## src/rtl/ro_heater_ctrl_if.sv

```systemverilog
// Job-configuration handshake between the host sequencer and ro_heater_ctrl.
// The master offers a job with cfg_valid; the slave accepts it while cfg_ready is high.
interface ro_heater_ctrl_if #(
  parameter int MAX_BIT_SIZE = 256,
  parameter int HP_WIDTH     = 32
) ();
  logic                          cfg_valid;
  logic                          cfg_ready;
  logic [MAX_BIT_SIZE-1:0]       cfg_data;
  logic [$clog2(MAX_BIT_SIZE):0] cfg_len;
  logic [31:0]                   cfg_on_num;
  logic [HP_WIDTH-1:0]           cfg_half_period;
  logic [15:0]                   cfg_frames;

  modport master (
    output cfg_valid, cfg_data, cfg_len, cfg_on_num, cfg_half_period, cfg_frames,
    input  cfg_ready
  );

  modport slave (
    input  cfg_valid, cfg_data, cfg_len, cfg_on_num, cfg_half_period, cfg_frames,
    output cfg_ready
  );
endinterface

```

## src/rtl/ro_heater_ctrl.sv

```systemverilog
// Upstream sequencer for the RO heater bank: turns one accepted job into the timed start-strobe train.
// Optional frame statistics in ctrl_debug are built when RO_HEATER_CTRL_STATS_EN is defined.
module ro_heater_ctrl #(
  parameter int MAX_BIT_SIZE   = 256,
  parameter int HP_WIDTH       = 32,
  parameter int GUARD_CYCLES   = 4,
  parameter int MAX_RO_HEATERS = 5
) (
  input  logic                          ro_clk,
  input  logic                          rst,
  ro_heater_ctrl_if.slave               cfg,
  input  logic                          abort,
  output logic                          ro_heater_rst,
  output logic                          ro_heater_start,
  output logic [MAX_BIT_SIZE-1:0]       ro_heater_data,
  output logic [$clog2(MAX_BIT_SIZE):0] ro_heater_data_len,
  output logic [31:0]                   ro_heater_on_num,
  output logic                          busy,
  output logic                          done,
  output logic                          err,
  output logic [31:0]                   ctrl_debug
);

  localparam int                  LEN_W      = $clog2(MAX_BIT_SIZE) + 1;
  localparam logic [LEN_W-1:0]    MAX_LEN    = LEN_W'(MAX_BIT_SIZE);
  localparam logic [31:0]         MAX_ON     = 32'(MAX_RO_HEATERS);
  localparam logic [HP_WIDTH-1:0] GUARD_LOAD = HP_WIDTH'(GUARD_CYCLES - 1);

  typedef enum logic [3:0] {
    S_IDLE   = 4'd0,
    S_LAUNCH = 4'd1,
    S_DWELL  = 4'd2,
    S_STROB1 = 4'd3,
    S_STROB2 = 4'd4,
    S_GUARD  = 4'd5,
    S_ABORT  = 4'd6
  } state_e;

  state_e                  state_q, state_d;
  logic [HP_WIDTH-1:0]     cnt_q, cnt_d;
  logic [HP_WIDTH-1:0]     hp_q, hp_d;
  logic [15:0]             half_cnt_q, half_cnt_d;
  logic [15:0]             frames_left_q, frames_left_d;
  logic [MAX_BIT_SIZE-1:0] data_q, data_d;
  logic [LEN_W-1:0]        len_q, len_d;
  logic [31:0]             on_num_q, on_num_d;
  logic                    cfg_ready_q, cfg_ready_d;
  logic                    start_q, start_d;
  logic                    heater_rst_q, heater_rst_d;
  logic                    busy_q, busy_d;
  logic                    done_q, done_d;
  logic                    err_q, err_d;
  logic [31:0]             debug_q, debug_d;
  logic                    accept, job_bad, half_last, abort_hit;

  assign accept    = cfg.cfg_valid && cfg_ready_q;
  assign job_bad   = (cfg.cfg_len == '0) || (cfg.cfg_len > MAX_LEN) || (cfg.cfg_frames == 16'd0) ||
                     (cfg.cfg_on_num == 32'd0) || (cfg.cfg_on_num > MAX_ON);
  assign half_last = (half_cnt_q + 16'd1) == (16'(len_q) << 1);
  // ABORT itself always drains to IDLE so the heater reset pulse stays one cycle wide.
  assign abort_hit = abort && (state_q != S_IDLE) && (state_q != S_ABORT);

  always_comb begin
    // NOTE: every variable gets its hold value first so no path through the case infers a latch.
    state_d       = state_q;
    cnt_d         = cnt_q;
    hp_d          = hp_q;
    half_cnt_d    = half_cnt_q;
    frames_left_d = frames_left_q;
    data_d        = data_q;
    len_d         = len_q;
    on_num_d      = on_num_q;
    err_d         = err_q;
    done_d        = 1'b0;

    case (state_q)
      S_IDLE: begin
        if (accept) begin
          data_d        = cfg.cfg_data;
          len_d         = cfg.cfg_len;
          on_num_d      = cfg.cfg_on_num;
          hp_d          = (cfg.cfg_half_period == '0) ? HP_WIDTH'(1) : cfg.cfg_half_period;
          frames_left_d = cfg.cfg_frames;
          err_d         = job_bad;
          if (job_bad) done_d  = 1'b1;
          else         state_d = S_LAUNCH;
        end
      end
      S_LAUNCH: begin
        half_cnt_d = 16'd0;
        cnt_d      = hp_q - HP_WIDTH'(1);
        state_d    = S_DWELL;
      end
      S_DWELL: begin
        if (cnt_q == '0) state_d = S_STROB1;
        else             cnt_d   = cnt_q - HP_WIDTH'(1);
      end
      S_STROB1: state_d = S_STROB2;
      S_STROB2: begin
        half_cnt_d = half_cnt_q + 16'd1;
        if (half_last) begin
          state_d = S_GUARD;
          cnt_d   = GUARD_LOAD;
        end else begin
          state_d = S_DWELL;
          cnt_d   = hp_q - HP_WIDTH'(1);
        end
      end
      S_GUARD: begin
        if (cnt_q != '0) begin
          cnt_d = cnt_q - HP_WIDTH'(1);
        end else if (frames_left_q > 16'd1) begin
          frames_left_d = frames_left_q - 16'd1;
          state_d       = S_LAUNCH;
        end else begin
          state_d = S_IDLE;
          done_d  = 1'b1;
        end
      end
      S_ABORT: begin
        state_d = S_IDLE;
        done_d  = 1'b1;
      end
      default: state_d = S_IDLE;
    endcase

    if (abort_hit) begin
      state_d = S_ABORT;
      done_d  = 1'b0;
    end

    // Outputs are decoded from the next state so the registered copies line up with state_q.
    cfg_ready_d  = (state_d == S_IDLE);
    busy_d       = (state_d != S_IDLE);
    start_d      = (state_d == S_LAUNCH) || (state_d == S_STROB1) || (state_d == S_STROB2);
    heater_rst_d = (state_d == S_ABORT);
  end

`ifdef RO_HEATER_CTRL_STATS_EN
  logic [31:0] frame_cnt_q, frame_cnt_d;

  always_comb begin
    frame_cnt_d = frame_cnt_q;
    if (state_q == S_GUARD && cnt_q == '0 && !abort && frame_cnt_q != '1)
      frame_cnt_d = frame_cnt_q + 32'd1;
  end

  always_ff @(posedge ro_clk) begin
    if (rst) frame_cnt_q <= '0;
    else     frame_cnt_q <= frame_cnt_d;
  end

  assign debug_d = frame_cnt_d;
`else
  assign debug_d = {state_d, frames_left_d[11:0], half_cnt_d};
`endif

  // NOTE: state updates use <= so every flop samples the pre-edge values of its neighbours.
  always_ff @(posedge ro_clk) begin
    if (rst) begin
      state_q       <= S_IDLE;
      cnt_q         <= '0;
      hp_q          <= '0;
      half_cnt_q    <= '0;
      frames_left_q <= '0;
      // NOTE: the wide pattern register is cleared too, because the heater sees it directly.
      data_q        <= '0;
      len_q         <= '0;
      on_num_q      <= '0;
      cfg_ready_q   <= 1'b1;
      start_q       <= 1'b0;
      heater_rst_q  <= 1'b1;
      busy_q        <= 1'b0;
      done_q        <= 1'b0;
      err_q         <= 1'b0;
      debug_q       <= '0;
    end else begin
      state_q       <= state_d;
      cnt_q         <= cnt_d;
      hp_q          <= hp_d;
      half_cnt_q    <= half_cnt_d;
      frames_left_q <= frames_left_d;
      data_q        <= data_d;
      len_q         <= len_d;
      on_num_q      <= on_num_d;
      cfg_ready_q   <= cfg_ready_d;
      start_q       <= start_d;
      heater_rst_q  <= heater_rst_d;
      busy_q        <= busy_d;
      done_q        <= done_d;
      err_q         <= err_d;
      debug_q       <= debug_d;
    end
  end

  assign cfg.cfg_ready        = cfg_ready_q;
  assign ro_heater_rst        = heater_rst_q;
  assign ro_heater_start      = start_q;
  assign ro_heater_data       = data_q;
  assign ro_heater_data_len   = len_q;
  assign ro_heater_on_num     = on_num_q;
  assign busy                 = busy_q;
  assign done                 = done_q;
  assign err                  = err_q;
  assign ctrl_debug           = debug_q;

endmodule

```

## src/flat_wrapper.sv

```systemverilog
// flat-port wrapper written by rule: the top's interface ports become plain ports
module ro_heater_ctrl_flat 
#(
  parameter int MAX_BIT_SIZE   = 256,
  parameter int HP_WIDTH       = 32,
  parameter int GUARD_CYCLES   = 4,
  parameter int MAX_RO_HEATERS = 5
)
  (ro_clk, rst, abort, ro_heater_rst, ro_heater_start, ro_heater_data, ro_heater_data_len, ro_heater_on_num, busy, done, err, ctrl_debug, cfg_cfg_valid, cfg_cfg_data, cfg_cfg_len, cfg_cfg_on_num, cfg_cfg_half_period, cfg_cfg_frames, cfg_cfg_ready);
  ro_heater_ctrl_if #(.MAX_BIT_SIZE(MAX_BIT_SIZE), .HP_WIDTH(HP_WIDTH)) cfg_i ();
  input  logic ro_clk;
  input  logic rst;
  input  logic abort;
  output logic ro_heater_rst;
  output logic ro_heater_start;
  output logic [MAX_BIT_SIZE-1:0] ro_heater_data;
  output logic [$clog2(MAX_BIT_SIZE):0] ro_heater_data_len;
  output logic [31:0] ro_heater_on_num;
  output logic busy;
  output logic done;
  output logic err;
  output logic [31:0] ctrl_debug;
  input wire logic [$bits(cfg_i.cfg_valid)-1:0] cfg_cfg_valid;
  input wire logic [$bits(cfg_i.cfg_data)-1:0] cfg_cfg_data;
  input wire logic [$bits(cfg_i.cfg_len)-1:0] cfg_cfg_len;
  input wire logic [$bits(cfg_i.cfg_on_num)-1:0] cfg_cfg_on_num;
  input wire logic [$bits(cfg_i.cfg_half_period)-1:0] cfg_cfg_half_period;
  input wire logic [$bits(cfg_i.cfg_frames)-1:0] cfg_cfg_frames;
  output wire logic [$bits(cfg_i.cfg_ready)-1:0] cfg_cfg_ready;
  assign cfg_i.cfg_valid = cfg_cfg_valid;
  assign cfg_i.cfg_data = cfg_cfg_data;
  assign cfg_i.cfg_len = cfg_cfg_len;
  assign cfg_i.cfg_on_num = cfg_cfg_on_num;
  assign cfg_i.cfg_half_period = cfg_cfg_half_period;
  assign cfg_i.cfg_frames = cfg_cfg_frames;
  assign cfg_cfg_ready = cfg_i.cfg_ready;
  ro_heater_ctrl #(.MAX_BIT_SIZE(MAX_BIT_SIZE), .HP_WIDTH(HP_WIDTH), .GUARD_CYCLES(GUARD_CYCLES), .MAX_RO_HEATERS(MAX_RO_HEATERS)) u_core (.ro_clk(ro_clk), .rst(rst), .cfg(cfg_i), .abort(abort), .ro_heater_rst(ro_heater_rst), .ro_heater_start(ro_heater_start), .ro_heater_data(ro_heater_data), .ro_heater_data_len(ro_heater_data_len), .ro_heater_on_num(ro_heater_on_num), .busy(busy), .done(done), .err(err), .ctrl_debug(ctrl_debug));
endmodule
```

## config.mk

```make
export PLATFORM = sky130hd
export DESIGN_NAME = ro_heater_ctrl_flat
export DESIGN_NICKNAME = d
export VERILOG_FILES = /design/src/rtl/ro_heater_ctrl_if.sv /design/src/rtl/ro_heater_ctrl.sv /design/src/flat_wrapper.sv
export SDC_FILE = /design/constraint.sdc
export NUM_CORES = 1
export LEC_CHECK = 0
export ABC_AREA = 1
export CAP_MARGIN = 10
export CORE_AREA = 2 2 269 271
export DETAILED_ROUTE_END_ITERATION = 8
export DIE_AREA = 0 0 271 273
export PLACE_DENSITY_LB_ADDON = 0.05
export SLEW_MARGIN = 30
export SYNTH_ARGS = -nofsm -noshare
export SYNTH_HDL_FRONTEND = slang
export SYNTH_SLANG_ARGS = --single-unit
```

## constraint.sdc

```tcl
create_clock -name ro_clk -period 4 [get_ports ro_clk]
set_input_delay 1 -clock ro_clk [delete_from_list [all_inputs] [get_ports ro_clk]]
set_output_delay 1 -clock ro_clk [all_outputs]
set_load 0.02 [all_outputs]
```

=== After elaboration in Yosys (flattened, before gate mapping) ===
Cells that the tools add are included.

* Flip-flop bits (word level): 435
* Logic and storage cells: 88

* $add $sub $neg: 4
* Magnitude comparators: 3
* Equal/unequal tests: 17
* Multiplexer cells: 23
* Reduce and logical (&&, ||, !) cells: 25

{| class="wikitable"
|+ Operator list
! operator !! number
|-
| 32-bit two-way mux || 4
|-
| 32-bit one-hot mux with 4 select lines || 1
|-
| 32-bit zero test || 3
|-
| 16-bit one-hot mux with 2 select lines || 2
|-
| 32-bit by 1-bit subtractor with 32-bit output (second input constant) || 2
|-
| 16-bit two-way mux || 3
|-
| 32-bit by 3-bit > comparator with 1-bit output (second input constant) || 1
|-
| 32-bit nonzero test || 1
|-
| 4-bit one-hot mux with 6 select lines || 1
|-
| 4-bit by 3-bit equality test with 1-bit output (second input constant) || 5
|-
| 4-bit two-way mux || 5
|-
| 16-bit by 1-bit adder with 16-bit output (second input constant) || 1
|-
| 16-bit by 10-bit equality test with 1-bit output || 1
|-
| 16-bit by 1-bit > comparator with 1-bit output (second input constant) || 1
|-
| 16-bit zero test || 1
|-
| 16-bit by 1-bit subtractor with 16-bit output (second input constant) || 1
|-
| 4-bit by 2-bit equality test with 1-bit output (second input constant) || 3
|-
| 4-bit nonzero test || 3
|-
| 9-bit > comparator (second input constant) || 1
|-
| 9-bit zero test || 1
|-
| 4-bit by 1-bit equality test with 1-bit output (second input constant) || 2
|-
| 4-bit zero test || 2
|-
| 1-bit logical OR || 6
|-
| 2-bit by 1-bit != test with 1-bit output (second input constant) || 3
|-
| other kinds (11) || 18
|}

=== Depth between registers and ports, before layout ===
* Depth after elaboration: 12
* Depth in mapped cells: 17
* Mapped depth without buffers: 17

=== Least setup slack after synthesis ===
Ideal clock, no wire load.

* Path kind: input to register
* From: in rst
* To: reg u_core.hp_q[10]
* Setup time: 64 ps
* Data arrival time: 2193 ps
* Data required time: 3936 ps
* Path slack: 1742 ps
* Cell stages on the path: 7
* Cells stage by stage: clkbuf_1 > inv_1 > clkbuf_1 > clkbuf_1 > clkbuf_1 > o21ai_0 > nor2_1

{| class="wikitable"
|+ RTL lines
! element !! line !! RTL
|-
| start: declaration || flat_wrapper.sv:12 || <nowiki>input logic rst;</nowiki>
|-
| end signal: assignment || ro_heater_ctrl.sv:180 || <nowiki>hp_q <= hp_d;</nowiki>
|-
| end: declaration || ro_heater_ctrl.sv:41 || <nowiki>logic [HP_WIDTH-1:0] hp_q, hp_d;</nowiki>
|}

=== Final worst setup path ===
* From: reg u_core.state_q[1]
* To: reg u_core.cnt_q[9]

* Longest elaborated chain between the ends: 3
* Elaborated cells between the ends (all ways): 9
* Classes of those cells: 6 x eq/ne; 1 x mux; 2 x reduce/logical

{| class="wikitable"
|+ RTL lines
! element !! line !! RTL
|-
| start: declaration || ro_heater_ctrl.sv:39 || <nowiki>state_e state_q, state_d;</nowiki>
|-
| start signal: assignment || ro_heater_ctrl.sv:178 || <nowiki>state_q <= state_d;</nowiki>
|-
| 4-bit by 3-bit equality test with 1-bit output (tied with other cells) || ro_heater_ctrl.sv:76 || <nowiki>case (state_q)</nowiki>
|-
| 2-bit by 1-bit != test with 1-bit output (no source line) (tied with other cells) || - ||
|-
| 3-bit AND reduction (no source line) || - ||
|-
| end signal: assignment || ro_heater_ctrl.sv:179 || <nowiki>cnt_q <= cnt_d;</nowiki>
|-
| end: declaration || ro_heater_ctrl.sv:40 || <nowiki>logic [HP_WIDTH-1:0] cnt_q, cnt_d;</nowiki>
|}

Several ways; a longest one is shown, not always the timed one.
A chain may end at the register's enable or synchronous reset.

==> results by group <==
Status
  • Status: completed

Final layout
  • Nets: 3435
  • Fillers: approximately 7400
  • Synthesis-to-layout area growth: 54.5%
  • Fraction of layout cells with a size suffix above 1: 0.0484

Timing
  • Min Clock Period, post-route: 3190 ps
  • RSZ-0062 raised after global routing: false
  • Skew final: around 22 ps
  • Final hold vios: 0
  • Hold_ws: approximately 500 ps
  • Fmax: about 310 MHz
  • Fin Setup TNS: 0 ps
  • Endpoints failing setup: 0
  • Slew margin rel.: 0.500
  • Tcrit/Tclk final: 0.797
  • Max Slew Vio Count: 0
  • Least-Margin Pin Slew: between 700 and 800 ps

GRT
  • First-pass GRT wire length: 120000 µm
  • Largest net degree at the start of global routing: 124
  • Antenna violations before repair: 28
  • Tot GR Track Use: 0.213
  • Vias in the first global route: ~18000
  • Global route overflow: 0

Drt
  • Total iterations of the first detailed-routing run: 5
  • Avg Vias per Cell: around 4.6
  • WL/cell: between 20 and 25 µm
  • Iteration-0 DRC Markers: roughly 1100
  • Drt total wl: slightly above 80000 µm
  • # DRC: 0
  • Total number of vias: between 15000 and 20000
  • Post-DRT Antenna Nets: 0

Clock network
  • Num CTS Buffers: 52
  • Post-CTS sizing: 0
  • H-tree depth: 2
  • Worst skew pair latency: 600 ps
  • Setup repair bufs after CTS: 0
  • CTS tree: built
  • Clk slew on worst S/H paths: approximately 60 ps
  • Clock tree sinks: 403
  • CTS Root Cell: clkbuf_16
  • Hold buffer count at cts: 0
  • CTS max path bufs: 3

Synthesis
  • Simple-gate share of the synthesized area: 0.288
  • Cell area after synthesis: approximately 17000 µm²
  • Synth Area in Compound Gates: 0.155
  • Synth Area per Inst: 7.04 µm²
  • Post-synth EDFFs: 0
  • Ys flop type: dfxtp_1
  • Share of synthesized flip-flops with an asynchronous set or reset: 0
  • Flops & latches, synth: approximately 400
  • Post-Synth XOR/XNOR Area: 0.0246
  • Cells after synthesis: roughly 2500
  • Post-Synth Adder-Cell Area: 0.00360
  • Sequential area share after synthesis: 0.465
  • Largest family of logic cells by synthesized area: simple AND/OR/NAND/NOR gates
  • Synthesized Nets: 2822
  • Mux contribution to synthesized area: 0
  • Synth warn: 0
  • Synth cell types: just under 50

Critical path
  • CP required: 4500 ps
  • CP max stage delay: about 600 ps
  • Reg2reg setup slack: 810 ps
  • Crit path cell chain: inv_2 -> nand3_1 -> inv_1 -> nor2_1 -> buf_4 -> inv_2 -> a21oi_4 -> inv_2 -> o21ai_0 -> inv_1 -> nand2_1 -> inv_1
  • Worst path slowest cell: a21oi_4
  • Crit path max fanout: 42
  • WS Path Type: flop to flop
  • Critical Path End Type: flop
  • Arrival @ worst endpoint: between 3000 and 4000 ps
  • Crit start category: flop

Floorplan
  • Initial core utilization: 0.245
  • Core Box Area: between 70000 and 80000 µm²
  • IO Pins: 684
  • Die area: between 70000 and 80000 µm²
  • Row cnt: approximately 100
  • Die extent in y: 273 µm
  • Die W: roughly 270 µm

Power
  • Leakage power: about 11 nW
  • Total chip power: about 12 mW
  • Peak VDD IR: between 0.2 and 0.3 mV
  • Power per cell area: between 400 and 500 nW/µm²

Place
  • Port Buffers: between 600 and 700
  • Detailed-placement wirelength estimate: roughly 62000 µm
  • Placer congestion estimate: 0.872

Hold path
  • Worst hold path type: flop to flop

Job
  • Max cap viols: 0
[synth_stat cells (2+ instances only)]
| library cell | instances | area, µm² |
|---|---|---|
| o21ai_1 | 3 | 15.0 |
| nand4_1 | 22 | 138 |
| a211oi_1 | 11 | 82.6 |
| buf_6 | 2 | 22.5 |
| a31o_2 | 2 | 17.5 |
| nand4_2 | 2 | 25.0 |
| nor4_1 | 10 | 62.6 |
| a31oi_1 | 20 | 125 |
| nor2_1 | 809 | 3040 |
| nor2_4 | 5 | 56.3 |
| buf_1 | 3 | 11.3 |
| xor2_1 | 29 | 254 |
| clkbuf_1 | 119 | 447 |
| or2_2 | 8 | 50.1 |
| o211ai_1 | 10 | 75.1 |
| nor2_2 | 10 | 62.6 |
| buf_4 | 12 | 90.1 |
| nand2_4 | 3 | 33.8 |
| nand3_1 | 80 | 400 |
| a22oi_1 | 5 | 37.5 |
| nand3b_1 | 8 | 60.1 |
| inv_1 | 129 | 484 |
| buf_2 | 11 | 55.1 |
| a21oi_1 | 66 | 330 |
| inv_2 | 4 | 15.0 |
| nor3_1 | 19 | 95.1 |
| o21ai_0 | 377 | 1890 |
| ha_1 | 5 | 62.6 |
| xnor2_1 | 17 | 149 |
| dfxtp_1 | 403 | 8070 |
| nand2_1 | 239 | 897 |
| nand2_2 | 4 | 25.0 |
| o21bai_1 | 5 | 37.5 |
[worst max-delay path, delay by kind of cell (launching register included)]
kind	cells	cell delay [ps]
buffers and inverters	7	1260
AO/OA/AOI/OAI	2	890
flip-flops	1	450
AND/OR/NAND/NOR	3	450
[cells in the final DEF, fill, tap and decap left out, types with 8 or more instances in the layout]
cell | synthesis | routed
a211oi_1 | 11 | 11
a21oi_1 | 66 | 66
a31oi_1 | 20 | 20
buf_12 | 0 | 8
buf_4 | 12 | 15
clkbuf_1 | 119 | 15
clkbuf_16 | 0 | 53
clkbuf_8 | 0 | 12
clkdlybuf4s50_1 | 0 | 682
dfxtp_1 | 403 | 403
diode_2 | 0 | 15
inv_1 | 129 | 128
nand2_1 | 239 | 239
nand3_1 | 80 | 80
nand3b_1 | 8 | 8
nand4_1 | 22 | 22
nor2_1 | 809 | 808
nor2_2 | 10 | 10
nor3_1 | 19 | 19
nor4_1 | 10 | 10
o211ai_1 | 10 | 10
o21ai_0 | 377 | 377
or2_2 | 8 | 8
xnor2_1 | 17 | 17
xor2_1 | 29 | 29
[registers in the layout, indices dropped and copies added, names as in the netlist, named ones only]
signal and cells:
u_core.ro_heater_data 256, u_core.cnt_q 32, u_core.hp_q 32, u_core.ro_heater_on_num 32
u_core.ro_heater_data_len 9, u_core.frames_left_q 4, u_core.state_q 4, u_core.busy 1
u_core.cfg.cfg_ready 1, u_core.done 1, u_core.err 1, u_core.ro_heater_rst 1
u_core.ro_heater_start 1
[report_power, final]
| part | switching (mW) | leakage (nW) | internal (mW) | total (mW) |
|---|---|---|---|---|
| registers | 0.198 | 3.30 | 4.31 | 4.51 |
| logic | 1.49 | 6.95 | 1.12 | 2.61 |
| clock network | 1.90 | 0.851 | 2.91 | 4.81 |
| total | 3.59 | 11.1 | 8.34 | 11.9 |
[stage by stage]
step | util | area [µm²] | std cells | setup WS, ps
floorplan | - | 17400 | 2468 | 1740
global placement | 0.353 | 25100 | 3977 | 798
detailed placement | 0.353 | 25100 | 3977 | 756
CTS | 0.377 | 26800 | 4072 | 769
global route | 0.378 | 26800 | 4081 | 457
finish | 0.378 | 26800 | 4087 | 812
[worst paths after layout]
path | start | to | cells past startpoint
max | u_core.state_q[1]$_SDFF_PP0_ | u_core.cnt_q[9]$_SDFFE_PP0P_ | 12
min | u_core.ro_heater_data_len[1]$_SDFFE_PP0P_ | u_core.ro_heater_data_len[1]$_SDFFE_PP0P_ | 2
max reg2reg | u_core.state_q[1]$_SDFF_PP0_ | u_core.cnt_q[9]$_SDFFE_PP0P_ | 12
min reg2reg | u_core.ro_heater_data_len[1]$_SDFFE_PP0P_ | u_core.ro_heater_data_len[1]$_SDFFE_PP0P_ | 2
[area by class of cell]
type,instances,area [µm²],area share
diodes,15,37.5,0.00140
clock buffers,80,1550,0.0577
clock inverters,15,191,0.00713
inverters,134,518,0.0193
multi-input cells,1784,8180,0.305
flip-flops and latches,403,8070,0.301
well taps,950,1190,0.0443
repair buffers,706,7100,0.265
[kinds of logic (layout without fill, tap and decap cells)]
logic type                 after synthesis  after routing
and+or+nand+nor                       1224           1224
DFF                                    403            403
adders and majority gates                5              5
xor gates and xnor gates                47             47
AOI/OAI and AO/OA                      507            507
other                                    1             16
buffers and inverters                  281            935
[per-layer routing]
layer  up-vias  share of wire  global-route usage
met4        32          0.040              0.0883
met1      8626           0.39               0.242
met5         -         0.0032             0.00578
met3       158          0.079              0.0772
li1       9226              -                   -
met2       559           0.49               0.362
Power figures use the tool's default switching activity.
